<file path="src/rtl/wwm_btn_pkg.sv">
// rtl/wwm_btn_pkg.sv - shared state encoding, default timing constants and counter width helper
package wwm_btn_pkg;

  localparam logic [2:0] ST_INI  = 3'd0;
  localparam logic [2:0] ST_WQ   = 3'd1;
  localparam logic [2:0] ST_SCEN = 3'd2;
  localparam logic [2:0] ST_HELD = 3'd3;
  localparam logic [2:0] ST_WR   = 3'd4;

  localparam int unsigned DBNC_DEFAULT          = 1000000;
  localparam int unsigned REPEAT_DELAY_DEFAULT  = 50000000;
  localparam int unsigned REPEAT_PERIOD_DEFAULT = 10000000;

  // Width that holds 0 .. max_count-1, which is as far as any counter ever runs.
  function automatic int cnt_width(input int unsigned max_count);
    return (max_count <= 2) ? 1 : $clog2(max_count);
  endfunction

endpackage

</file>
<file path="src/rtl/wwm_btn_fsm.sv">
// rtl/wwm_btn_fsm.sv - one button: 2-FF synchroniser, debounce FSM, optional auto-repeat
// Auto-repeat is built only when WWM_BTN_AUTO_REPEAT_EN is defined.
module wwm_btn_fsm
  import wwm_btn_pkg::*;
#(
  parameter int unsigned DBNC_CYCLES   = DBNC_DEFAULT,
  parameter int unsigned REPEAT_DELAY  = REPEAT_DELAY_DEFAULT,
  parameter int unsigned REPEAT_PERIOD = REPEAT_PERIOD_DEFAULT
) (
  input  logic board_clk,
  input  logic Reset,
  input  logic btn_raw,
  output logic db,
  output logic scen,
  output logic mcen
);

  localparam int CW = cnt_width(DBNC_CYCLES);
  localparam logic [CW-1:0] DB_LAST = CW'(DBNC_CYCLES - 1);

  logic [1:0]    sync_q;
  logic          btn_s;
  logic [2:0]    state;
  logic [CW-1:0] cnt;

  assign btn_s = sync_q[1];

  always_ff @(posedge board_clk or posedge Reset) begin
    if (Reset) begin
      sync_q <= 2'b00;
      state  <= ST_INI;
      cnt    <= '0;
    end else begin
      sync_q <= {sync_q[0], btn_raw};
      case (state)
        ST_INI: begin
          cnt <= '0;
          if (btn_s) state <= ST_WQ;
        end
        ST_WQ: begin
          if (!btn_s) begin
            state <= ST_INI;
            cnt   <= '0;
          end else if (cnt == DB_LAST) begin
            state <= ST_SCEN;
            cnt   <= '0;
          end else begin
            cnt <= cnt + 1'b1;
          end
        end
        ST_SCEN: begin
          state <= ST_HELD;
          cnt   <= '0;
        end
        ST_HELD: begin
          cnt <= '0;
          if (!btn_s) state <= ST_WR;
        end
        ST_WR: begin
          // A short release inside HELD lands here and is absorbed on return.
          if (btn_s) begin
            state <= ST_HELD;
            cnt   <= '0;
          end else if (cnt == DB_LAST) begin
            state <= ST_INI;
            cnt   <= '0;
          end else begin
            cnt <= cnt + 1'b1;
          end
        end
        default: begin
          state <= ST_INI;
          cnt   <= '0;
        end
      endcase
    end
  end

  assign db   = (state == ST_SCEN) || (state == ST_HELD) || (state == ST_WR);
  assign scen = (state == ST_SCEN);

`ifdef WWM_BTN_AUTO_REPEAT_EN
  localparam int unsigned REP_MAX = (REPEAT_DELAY > REPEAT_PERIOD) ? REPEAT_DELAY : REPEAT_PERIOD;
  localparam int RW = cnt_width(REP_MAX);
  localparam logic [RW-1:0] DELAY_LAST  = RW'(REPEAT_DELAY - 1);
  localparam logic [RW-1:0] PERIOD_LAST = RW'(REPEAT_PERIOD - 1);

  logic [RW-1:0] rcnt;
  logic          rphase;
  logic          rep_hit;

  // rphase 0 waits the first delay, 1 runs the steady repeat period.
  assign rep_hit = (state == ST_HELD) && (rcnt == (rphase ? PERIOD_LAST : DELAY_LAST));

  always_ff @(posedge board_clk or posedge Reset) begin
    if (Reset) begin
      rcnt   <= '0;
      rphase <= 1'b0;
    end else if (state != ST_HELD) begin
      rcnt   <= '0;
      rphase <= 1'b0;
    end else if (rep_hit) begin
      rcnt   <= '0;
      rphase <= 1'b1;
    end else begin
      rcnt <= rcnt + 1'b1;
    end
  end

  assign mcen = scen | rep_hit;
`else
  assign mcen = scen;
`endif

endmodule

</file>
<file path="src/rtl/wwm_btn_conditioner.sv">
// rtl/wwm_btn_conditioner.sv - conditions the Start/Fire push-buttons into level, press and repeat enables
// Auto-repeat on btn_mcen is enabled by defining WWM_BTN_AUTO_REPEAT_EN.
module wwm_btn_conditioner
  import wwm_btn_pkg::*;
#(
  parameter int unsigned N_BTN         = 2,
  parameter int unsigned DBNC_CYCLES   = DBNC_DEFAULT,
  parameter int unsigned REPEAT_DELAY  = REPEAT_DELAY_DEFAULT,
  parameter int unsigned REPEAT_PERIOD = REPEAT_PERIOD_DEFAULT
) (
  input  logic             board_clk,
  input  logic             Reset,
  input  logic [N_BTN-1:0] btn_in,
  output logic [N_BTN-1:0] btn_db,
  output logic [N_BTN-1:0] btn_scen,
  output logic [N_BTN-1:0] btn_mcen
);

  for (genvar i = 0; i < int'(N_BTN); i++) begin : g_btn
    wwm_btn_fsm #(
      .DBNC_CYCLES  (DBNC_CYCLES),
      .REPEAT_DELAY (REPEAT_DELAY),
      .REPEAT_PERIOD(REPEAT_PERIOD)
    ) u_fsm (
      .board_clk(board_clk),
      .Reset    (Reset),
      .btn_raw  (btn_in[i]),
      .db       (btn_db[i]),
      .scen     (btn_scen[i]),
      .mcen     (btn_mcen[i])
    );
  end

endmodule

</file>
<file path="config.mk">
export PLATFORM = sky130hd
export DESIGN_NAME = wwm_btn_conditioner
export DESIGN_NICKNAME = d
export VERILOG_FILES = /design/src/rtl/wwm_btn_pkg.sv /design/src/rtl/wwm_btn_fsm.sv /design/src/rtl/wwm_btn_conditioner.sv
export SDC_FILE = /design/constraint.sdc
export NUM_CORES = 1
export LEC_CHECK = 0
export BUFFER_PORTS_ARGS = -buffer_cell sky130_fd_sc_hd__clkbuf_2
export CAP_MARGIN = 0
export CORE_UTILIZATION = 45
export DETAILED_ROUTE_END_ITERATION = 6
export GPL_TIMING_DRIVEN = 0
export HOLD_SLACK_MARGIN = 0.02
export PLACE_DENSITY = 0.71
export SLEW_MARGIN = 20
export SYNTH_ARGS = -nofsm -noshare
export SYNTH_HDL_FRONTEND = slang
export SYNTH_SLANG_ARGS = --single-unit
</file>
<file path="constraint.sdc">
create_clock -name board_clk -period 2.1 [get_ports board_clk]
set_input_delay 0.105 -clock board_clk [delete_from_list [all_inputs] [get_ports board_clk]]
set_output_delay 0.105 -clock board_clk [all_outputs]
set_load 0.02 [all_outputs]
</file>
Yosys cells after proc, flatten, opt, wreduce, memory -nomap -nowiden. Index checks and enable logic that the tools add are counted.

Output and inout bits: 6. Logic and storage cells: 56. Input bits: 4. Register bits: 50.

Muxes and demuxes: 22. Equality and inequality tests: 18. Reduce and logical (&&, ||, !) cells: 8. Add/subtract/negate cells: 2.

Operators with widths (number): 20-bit two-way mux (6); 20-bit one-hot mux with 2 select lines (2); 20-bit by 1-bit adder with 20-bit output (second input constant) (2); 20-bit == test (second input constant) (2); 3-bit two-way mux (12); 3-bit one-hot mux with 5 select lines (2); 3-bit by 2-bit == test with 1-bit output (second input constant) (4); 4-bit AND reduction (2); 3-bit by 1-bit == test with 1-bit output (second input constant) (2); 3-bit == test (second input constant) (2); 3-bit zero test (2); 3-bit by 1-bit inequality test with 1-bit output (second input constant) (2); 3-bit inequality test (second input constant) (2); 1-bit logical OR (4); 2-bit by 1-bit inequality test with 1-bit output (second input constant) (2); 2-bit inequality test (second input constant) (2).

Depth between registers and ports, before layout. Gate-level depths: netlist of run 1.

Word-level depth: 4. Mapped depth: 7. Mapped depth without buffers: 5.

Modules after synthesis. A second synthesis of run 1 with hierarchy kept.

Cells, all modules: 268. Area, all modules: 2592.5 µm².

By module, submodules not included: wwm_btn_fsm (area an instance 1296.2 µm², cells each 134, instances 2, seq. area each 625.6 µm²).

Worst setup path before layout of run 1. No wires, ideal clock.

Kind: register -> register. From: reg g_btn[1].u_fsm.cnt[7]. To: reg g_btn[1].u_fsm.cnt[17]. Clock period less this slack: 1.872 ns. Setup slack: 0.228 ns. Cell stages (with the launch flop): 5. Data arrival time: 1.798 ns. Library setup time: 0.074 ns. Buffers on the path: 0. Required time: 2.026 ns. Path through: dfrtp_1 > nand4_4 > or4_4 > or4b_4 > a21oi_2.

Longest elaborated chain between the ends: 4. Elaborated cells on any way between the ends: 6. Classes of those cells: add/sub: 1; eq/ne: 1; mux: 4.

RTL lines: start: declaration (line wwm_btn_fsm.sv:24) `logic [CW-1:0] cnt;`; start signal: assignment (line wwm_btn_fsm.sv:48) `cnt <= cnt + 1'b1;`; start signal: assignment (line wwm_btn_fsm.sv:68) `cnt <= cnt + 1'b1;`; 20-bit by 1-bit adder with 20-bit output / 20-bit == test (equally long branches); 20-bit two-way mux (*) (line wwm_btn_fsm.sv:44, wwm_btn_fsm.sv:64); 20-bit two-way mux, on equally long branches (line wwm_btn_fsm.sv:61, wwm_btn_fsm.sv:41); 20-bit one-hot mux with 2 select lines (*) (line wwm_btn_fsm.sv:35) `case (state)`.

Every way passes the cells marked *; elsewhere a longest branch is shown, timed or not. A chain may end at the register's enable or synchronous reset.

Worst setup path after layout of run 1.
From: reg g_btn[1].u_fsm.cnt[8]. To: reg g_btn[1].u_fsm.cnt[17].

Same word-level chain as after synthesis.

==> results by group, run 1 <==
Global routing
  – Tot GR Track Use: 17.86%
  – Initial antenna violation count: 0
  – First-pass GRT wire length: 8286 um
  – Total gr overflow: 0
  – Most Used Layer, Global Route: met2
  – Pin count of the biggest net entering global routing: 29
  – GR Util met1: 23.15%
  – Met3 global-route usage: 3.214%
  – Number of global-route vias before repair: 1871
  – GR Util met2: 28.84%

Placed design
  – Port buffer count: 9
  – Placed Area: 0.002684 mm^2
  – Pre-CTS setup slack: -241.3 ps
  – Gpl congestion: 0.7792
  – Number of placed cells counting well taps: 344
  – Detailed Place HPWL: 3299 um

Final layout
  – Finished Cell Area: 0.002833 mm^2
  – Diodes inserted: 0
  – Final core utilization: 54.09%
  – Final nets: 288
  – Non-Filler Instances: 353
  – Share of cells above drive strength 1: 15.55%
  – Area Overhead vs Synth: 12.25%

Yosys
  – Synth top area share: 49.58%
  – Cells after Synth: 264
  – YS warnings: 0
  – Top cell type by total area after synthesis: dfrtp_1
  – Synthesized flop and latch total: 50
  – Cell area after synthesis: 0.002524 mm^2
  – Top cells by area, synth: dfrtp_1 (50%), xnor2_1 (4.5%), nor2_1 (4.5%)
  – Synth cell types: 38
  – Post-synthesis sequential area ratio: 49.58%
  – Syn avg cell area: 9.559 um^2
  – Syn nets: 270

Drt
  – Via count: 1978
  – Final wirelength: 4876 um
  – ANT nets after route: 0
  – Drt via density: 5.603
  – Routed len/inst: 13.81 um
  – 1st-pass router iterations: 6
  – # DRC: 0
  – 1st-iter DRT viols: 78

Timing
  – Fin. Hold Viols: 0
  – Fmax achieved: 500.5 MHz
  – Shortest period the worst path allows: 1998 ps
  – Slack of the critical path: 102.0 ps
  – Slew Viols, Final: 0
  – Hold WS: 356.1 ps
  – Setup tns final: 0 ps
  – Measured slew at the worst slew-check pin: 617.4 ps
  – Max Clock Skew: 7.318 ps
  – Final setup violation count: 0
  – Period utilization: 95.14%
  – Rel. slew slack: 58.78%

Die
  – Full die area: 0.005911 mm^2
  – Die Ht: 76.89 um
  – Initial Utilization: 48.18%
  – Cell row count: 26
  – IO Count: 10
  – Core Area: 0.005238 mm^2
  – Horiz. Die Dim: 76.89 um

Job
  – Max-cap check violation count: 0

Worst setup path
  – Crit. End Element: register
  – Critical Path End: g_btn[1].u_fsm.cnt[17]$_DFF_PP0_
  – CP Buf/Inv Count: 0
  – Reg2Reg Depth: 4
  – RR Endpoint: g_btn[1].u_fsm.cnt[17]$_DFF_PP0_
  – WP data required: 2340 ps
  – RR Startpoint: g_btn[1].u_fsm.cnt[8]$_DFF_PP0_
  – CP Max Fanout: 6
  – Critical path startpoint category: register
  – Max incr delay on CP: 610 ps
  – Crit path depth: 4
  – Critical path class: register to register
  – Delay-heaviest family, CP: simple AND/OR/NAND/NOR gates
  – Crit path cell chain: nand4_4, or4_4, or4b_4, a21oi_2
  – Slowest-stage cell, CP: or4_4
  – CP arrival: 2240 ps
  – R2r setup slk: 100 ps
  – Crit path launch: g_btn[1].u_fsm.cnt[8]$_DFF_PP0_

Clock tree
  – CTS Buffer Depth: 2
  – Root Buffer: clkbuf_8
  – Clock Sinks: 50
  – TritonCTS clock tree: yes
  – H-tree Lvls: 2
  – Clock slew at reported path FFs: 90 ps
  – Post-CTS Setup Inserts: 0
  – Clock latency on the worst-skew pair: 310 ps
  – Total CTS buffers: 5

Pwr
  – Internal cell power: 1.371 mW
  – Sw Share: 29.61%
  – Leak: 1.156 nW
  – Max rail drop VDD: 0.5184 mV
  – Reg power frac: 53.9%
  – Total power: 1.948 mW
  – Gate power share: 17.3%
  – Sw power: 576.8 uW
  – PD cells: 687.6 mW/mm^2
  – Clock power share: 28.8%

Min path
  – Hold path cells: 0
  – HP Class: register to register

Outcome
  – Status: complete, no violations
[cells in the mapped netlist]
| library cell | n |
|---|---|
| inv_1 | 8 |
| and3_1 | 6 |
| nand4_1 | 7 |
| xnor2_1 | 13 |
| nand2_1 | 20 |
| nor4_1 | 6 |
| o32ai_1 | 1 |
| or3b_2 | 2 |
| or4_4 | 1 |
| dfrtp_1 | 50 |
| a21oi_1 | 15 |
| and3b_1 | 1 |
| o221ai_1 | 1 |
| ha_1 | 2 |
| mux2i_1 | 1 |
| nand3_1 | 19 |
| a2bb2oi_1 | 1 |
| o31ai_1 | 2 |
| o21ai_0 | 17 |
| a31o_2 | 1 |
| buf_4 | 6 |
| nand3b_1 | 3 |
| nand2b_1 | 1 |
| o21ai_1 | 1 |
| nand4_4 | 2 |
| and4_2 | 1 |
| or4_1 | 3 |
| nor3_1 | 6 |
| nor4b_1 | 2 |
| a21oi_2 | 1 |
| or3_2 | 1 |
| xor2_1 | 10 |
| or4b_4 | 1 |
| and2_1 | 4 |
| or3_1 | 11 |
| nor2_1 | 30 |
| clkbuf_1 | 6 |
| and4_1 | 1 |
[what timing repair did]
item / CTS / global route
hold endpoints to repair: 29 / 0
endpoints found under the setup margin: 30 / 33
hold buffers: 3 / 0
resized for setup: 5 / 6
[worst min path at each step]
stage | from | end
detailed placement | Reset | g_btn[0].u_fsm.sync_q[1]$_DFF_PP0_
global placement | btn_in[0] | g_btn[0].u_fsm.sync_q[0]$_DFF_PP0_
CTS | g_btn[0].u_fsm.sync_q[0]$_DFF_PP0_ | g_btn[0].u_fsm.sync_q[1]$_DFF_PP0_
finish | g_btn[0].u_fsm.sync_q[0]$_DFF_PP0_ | g_btn[0].u_fsm.sync_q[1]$_DFF_PP0_
global route | g_btn[1].u_fsm.sync_q[0]$_DFF_PP0_ | g_btn[1].u_fsm.sync_q[1]$_DFF_PP0_
floorplan | btn_in[0] | g_btn[0].u_fsm.sync_q[0]$_DFF_PP0_
[cell type report]
type                       count  area [um^2]
buffer                        10        66.31
clock buffer                   5        68.82
fill                         472         2405
inverter                       8        30.03
tap                           70        87.58
clock inverter                 3        21.27
timing repair buffer          13        102.6
sequential                    50         1252
multi-input combinational    194         1204
[flip-flops by register name, indices dropped and copies added, names as in the netlist]
name	count
g_btn.u_fsm.sync_q	4
g_btn.u_fsm.cnt	40
g_btn.u_fsm.state	6
[metal layers]
layer / wire length (um) / share of wire [%]
met2: 2248 / 46
met4: 112 / 2.3
met5: 0 / 0
met1: 2396 / 49
met3: 118 / 2.4
[power by group through the flow]
stage / clock, mW / sequential, mW / combinational (mW)
2_1_floorplan: 0 / 1.06 / 0.239
3_3_place_gp: 0 / 1.07 / 0.309
3_5_place_dp: 0 / 1.07 / 0.319
4_1_cts: 0.583 / 1.05 / 0.331
5_1_grt: 0.606 / 1.06 / 0.367
6_report: 0.560 / 1.05 / 0.337
[placed cells by master, fill, tap and decap left out, types with 2 or more instances in the layout]
master         count
nor2_1            30
nor3_1             6
or4_4              2
and2_1             4
dfrtp_1           49
xor2_1            10
nor4_1             6
clkbuf_8           5
o21ai_0           17
clkbuf_2          11
nand4_4            2
a21oi_1           15
nand2_1           20
buf_4              6
nand3_1           19
xnor2_1           13
and3_1             6
or3b_2             2
dlygate4sd3_1      3
or4_1              2
inv_1              7
or3_1             11
nand3b_1           3
nand4_1            7
[logic make-up (layout without fill, tap and decap cells)]
group	after synthesis	in the layout	share of synthesized area, %
buf+inv	20	39	3.867
mux	1	1	0.3966
compound gates	40	40	8.874
fa+ha+maj	2	2	0.9914
flops	50	50	49.58
simple gates	128	128	28.31
xor+xnor	23	23	7.982
Note: power is estimated with default switching activity, not from simulation.
==> run 2: changes to the inputs <==
--- a/config.mk
+++ b/config.mk
@@ -7,11 +7,14 @@
 export LEC_CHECK = 0
 export BUFFER_PORTS_ARGS = -buffer_cell sky130_fd_sc_hd__clkbuf_2
 export CAP_MARGIN = 0
-export CORE_UTILIZATION = 45
+export CELL_PAD_IN_SITES_DETAIL_PLACEMENT = 1
+export CELL_PAD_IN_SITES_GLOBAL_PLACEMENT = 2
+export CORE_UTILIZATION = 39
+export CTS_CLUSTER_DIAMETER = 100
 export DETAILED_ROUTE_END_ITERATION = 6
 export GPL_TIMING_DRIVEN = 0
 export HOLD_SLACK_MARGIN = 0.02
-export PLACE_DENSITY = 0.71
+export PLACE_DENSITY = 0.88
 export SLEW_MARGIN = 20
 export SYNTH_ARGS = -nofsm -noshare
 export SYNTH_HDL_FRONTEND = slang
==> results by group, run 2 (synthesized netlist as in run 1, its figures left out) <==
Outcome
  – Status: complete, no violations

Timing
  – Final setup violation count: 0 (unchanged)
  – Shortest period the worst path allows: 1995 ps (-2.822 ps)
  – Fmax achieved: 501.2 MHz (+0.14%)
  – Setup tns final: 0 ps (unchanged)
  – Fin. Hold Viols: 0 (unchanged)
  – Measured slew at the worst slew-check pin: 477.7 ps (-139.7 ps)
  – RSZ-0062 raised after global routing: no
  – Period utilization: 95.01% (-0.13 points)
  – Rel. slew slack: 68.11% (+9.3 points)
  – Max Clock Skew: 10.38 ps (+3.062 ps)
  – Slew Viols, Final: 0 (unchanged)

Global routing
  – Total gr overflow: 0 (unchanged)
  – GR Util met2: 32.07% (+3.2 points)
  – GR Util met1: 22.24% (-0.91 points)
  – Pin count of the biggest net entering global routing: 31 (+6.9%)
  – Number of global-route vias before repair: 2069 (+11%)
  – Initial antenna violation count: 0 (unchanged)
  – Most Used Layer, Global Route: met2
  – Tot GR Track Use: 18.37% (+0.51 points)
  – Met3 global-route usage: 3.626% (+0.41 points)
  – First-pass GRT wire length: 9239 um (+12%)

Placed design
  – Number of placed cells counting well taps: 349 (+1.5%)
  – Placed Area: 0.002683 mm^2 (about the same)
  – Detailed Place HPWL: 3891 um (+18%)
  – Port buffer count: 9 (unchanged)
  – Gpl congestion: 0.7299 (-6.3%)

Drt
  – Final wirelength: 5497 um (+13%)
  – # DRC: 0 (unchanged)
  – Via count: 2009 (+1.6%)
  – 1st-pass router iterations: 4 (-2)
  – ANT nets after route: 0 (unchanged)
  – Drt via density: 5.550 (-0.96%)
  – 1st-iter DRT viols: 100 (+28%)
  – Routed len/inst: 15.19 um (+9.9%)

Worst setup path
  – Critical path startpoint category: register
  – Crit path cell chain: nand4_4, or4_4, or4b_4, a21oi_2
  – RR Startpoint: g_btn[1].u_fsm.cnt[7]$_DFF_PP0_
  – Slowest-stage cell, CP: or4_4
  – Critical path class: register to register
  – Reg2Reg Depth: 4 (unchanged)
  – Crit path launch: g_btn[1].u_fsm.cnt[7]$_DFF_PP0_
  – RR Endpoint: g_btn[1].u_fsm.cnt[17]$_DFF_PP0_
  – Crit. End Element: register
  – CP Max Fanout: 7 (+1)
  – CP Buf/Inv Count: 0 (unchanged)
  – CP arrival: 2250 ps (about the same)
  – R2r setup slk: 100 ps (about the same)
  – Delay-heaviest family, CP: simple AND/OR/NAND/NOR gates
  – Max incr delay on CP: 600 ps (about the same)
  – WP data required: 2350 ps (about the same)

Final layout
  – Area Overhead vs Synth: 14.43%
  – Final nets: 292 (+1.4%)
  – Diodes inserted: 0 (unchanged)
  – Finished Cell Area: 0.002888 mm^2 (+1.9%)
  – Share of cells above drive strength 1: 17.07% (+1.5 points)
  – Most frequent cells in the layout: dfrtp_1 (47), nor2_1 (30), nand2_1 (20)
  – Commonest non-fill, non-tap cell in the layout: dfrtp_1
  – Non-Filler Instances: 362 (+2.5%)
  – Max reg flops: 40 (unchanged)
  – Biggest register: g_btn.u_fsm.cnt
  – Largest registers: g_btn.u_fsm.cnt: 40 flops, g_btn.u_fsm.state: 6 flops, g_btn.u_fsm.sync_q: 4 flops

Clock tree
  – H-tree Lvls: 2 (unchanged)
  – Clock slew at reported path FFs: 100 ps (about the same)
  – Root Buffer: clkbuf_8
  – CTS Buffer Depth: 2 (unchanged)
  – TritonCTS clock tree: yes
  – Total CTS buffers: 5 (unchanged)
  – Clock Sinks: 50 (unchanged)
  – Clock latency on the worst-skew pair: 310 ps (about the same)

Die
  – Cell row count: 28 (+7.7%)
  – Horiz. Die Dim: 82.44 um (+7.2%)
  – Core Area: 0.006096 mm^2 (+16%)
  – IO Count: 10 (unchanged)
  – Initial Utilization: 41.40% (-6.8 points)
  – Die Ht: 82.44 um (+7.2%)
  – Full die area: 0.006796 mm^2 (+15%)

Pwr
  – Max rail drop VDD: 0.4129 mV (-20%)
  – PD cells: 720.4 mW/mm^2 (+4.8%)
  – Leak: 1.185 nW (+2.5%)

Min path
  – HP Class: primary input to async pin

Job
  – Max-cap check violation count: 0 (unchanged)
## run 2: how the worst max path moves through the flow
stage                     slack [ps]                                  end  depth (start not counted)
after global placement          -320      g_btn[0].u_fsm.cnt[8]$_DFF_PP0_                          5
final                            100     g_btn[1].u_fsm.cnt[17]$_DFF_PP0_                          4
after floorplan                  230     g_btn[1].u_fsm.cnt[17]$_DFF_PP0_                          4
after global routing               5     g_btn[0].u_fsm.cnt[17]$_DFF_PP0_                          5
after detailed placement        -340  g_btn[1].u_fsm.state[2]$_DFFE_PP0P_                          7
after CTS                          4     g_btn[0].u_fsm.cnt[16]$_DFF_PP0_                          6
## run 2: what timing repair did
action                     in CTS  in global routing
hold buffers                    3                  0
hold endpoints to repair       22                  0
pin swaps                       0                  1
gates resized for setup         8                  7
setup endpoints to repair      31                 18
setup buffers                   0                  3
## run 2: area by class of cell
type	instances	area (um^2)
inverters	8	30.03
repair buffers	16	117.6
fillers	714	3208
clock buffers	5	68.82
well taps	75	93.84
flip-flops and latches	50	1255
clock inverters	3	40.04
multi-input cells	194	1209
plain buffers	11	73.82
## run 2: metal layers
layer	wire length (um)	part of all wire, %
met2	2697	49
met1	2584	47
met5	0	0
met4	88	1.6
met3	127	2.3
## run 2: power breakdown
part | total [mW] | internal (mW) | switching [mW] | leakage, nW
registers | 1.05 | 1.00 | 0.0499 | 0.676
clock network | 0.678 | 0.351 | 0.327 | 0.0579
logic | 0.350 | 0.141 | 0.209 | 0.451
total | 2.08 | 1.49 | 0.586 | 1.18
## run 2: per-stage QoR
stage	power, mW	setup slack (ps)	utilization (%)	hold slack, ps
final	2.080	104.8	47.37	345.7
after floorplan	1.296	227.8	-	136.4
after global placement	1.383	-316.2	43.68	218.3
after detailed placement	1.400	-341.0	44.01	146.9
after CTS	2.106	4.394	46.59	362.8
after global routing	2.195	4.704	47.37	379.8
## run 2: worst register-to-register path: cells and delay by family (launching register included)
| family | cells | cell delay, ps |
|---|---|---|
| AO/OA/AOI/OAI | 1 | 130 |
| flip-flops | 1 | 520 |
| AND/OR/NAND/NOR | 3 | 1290 |
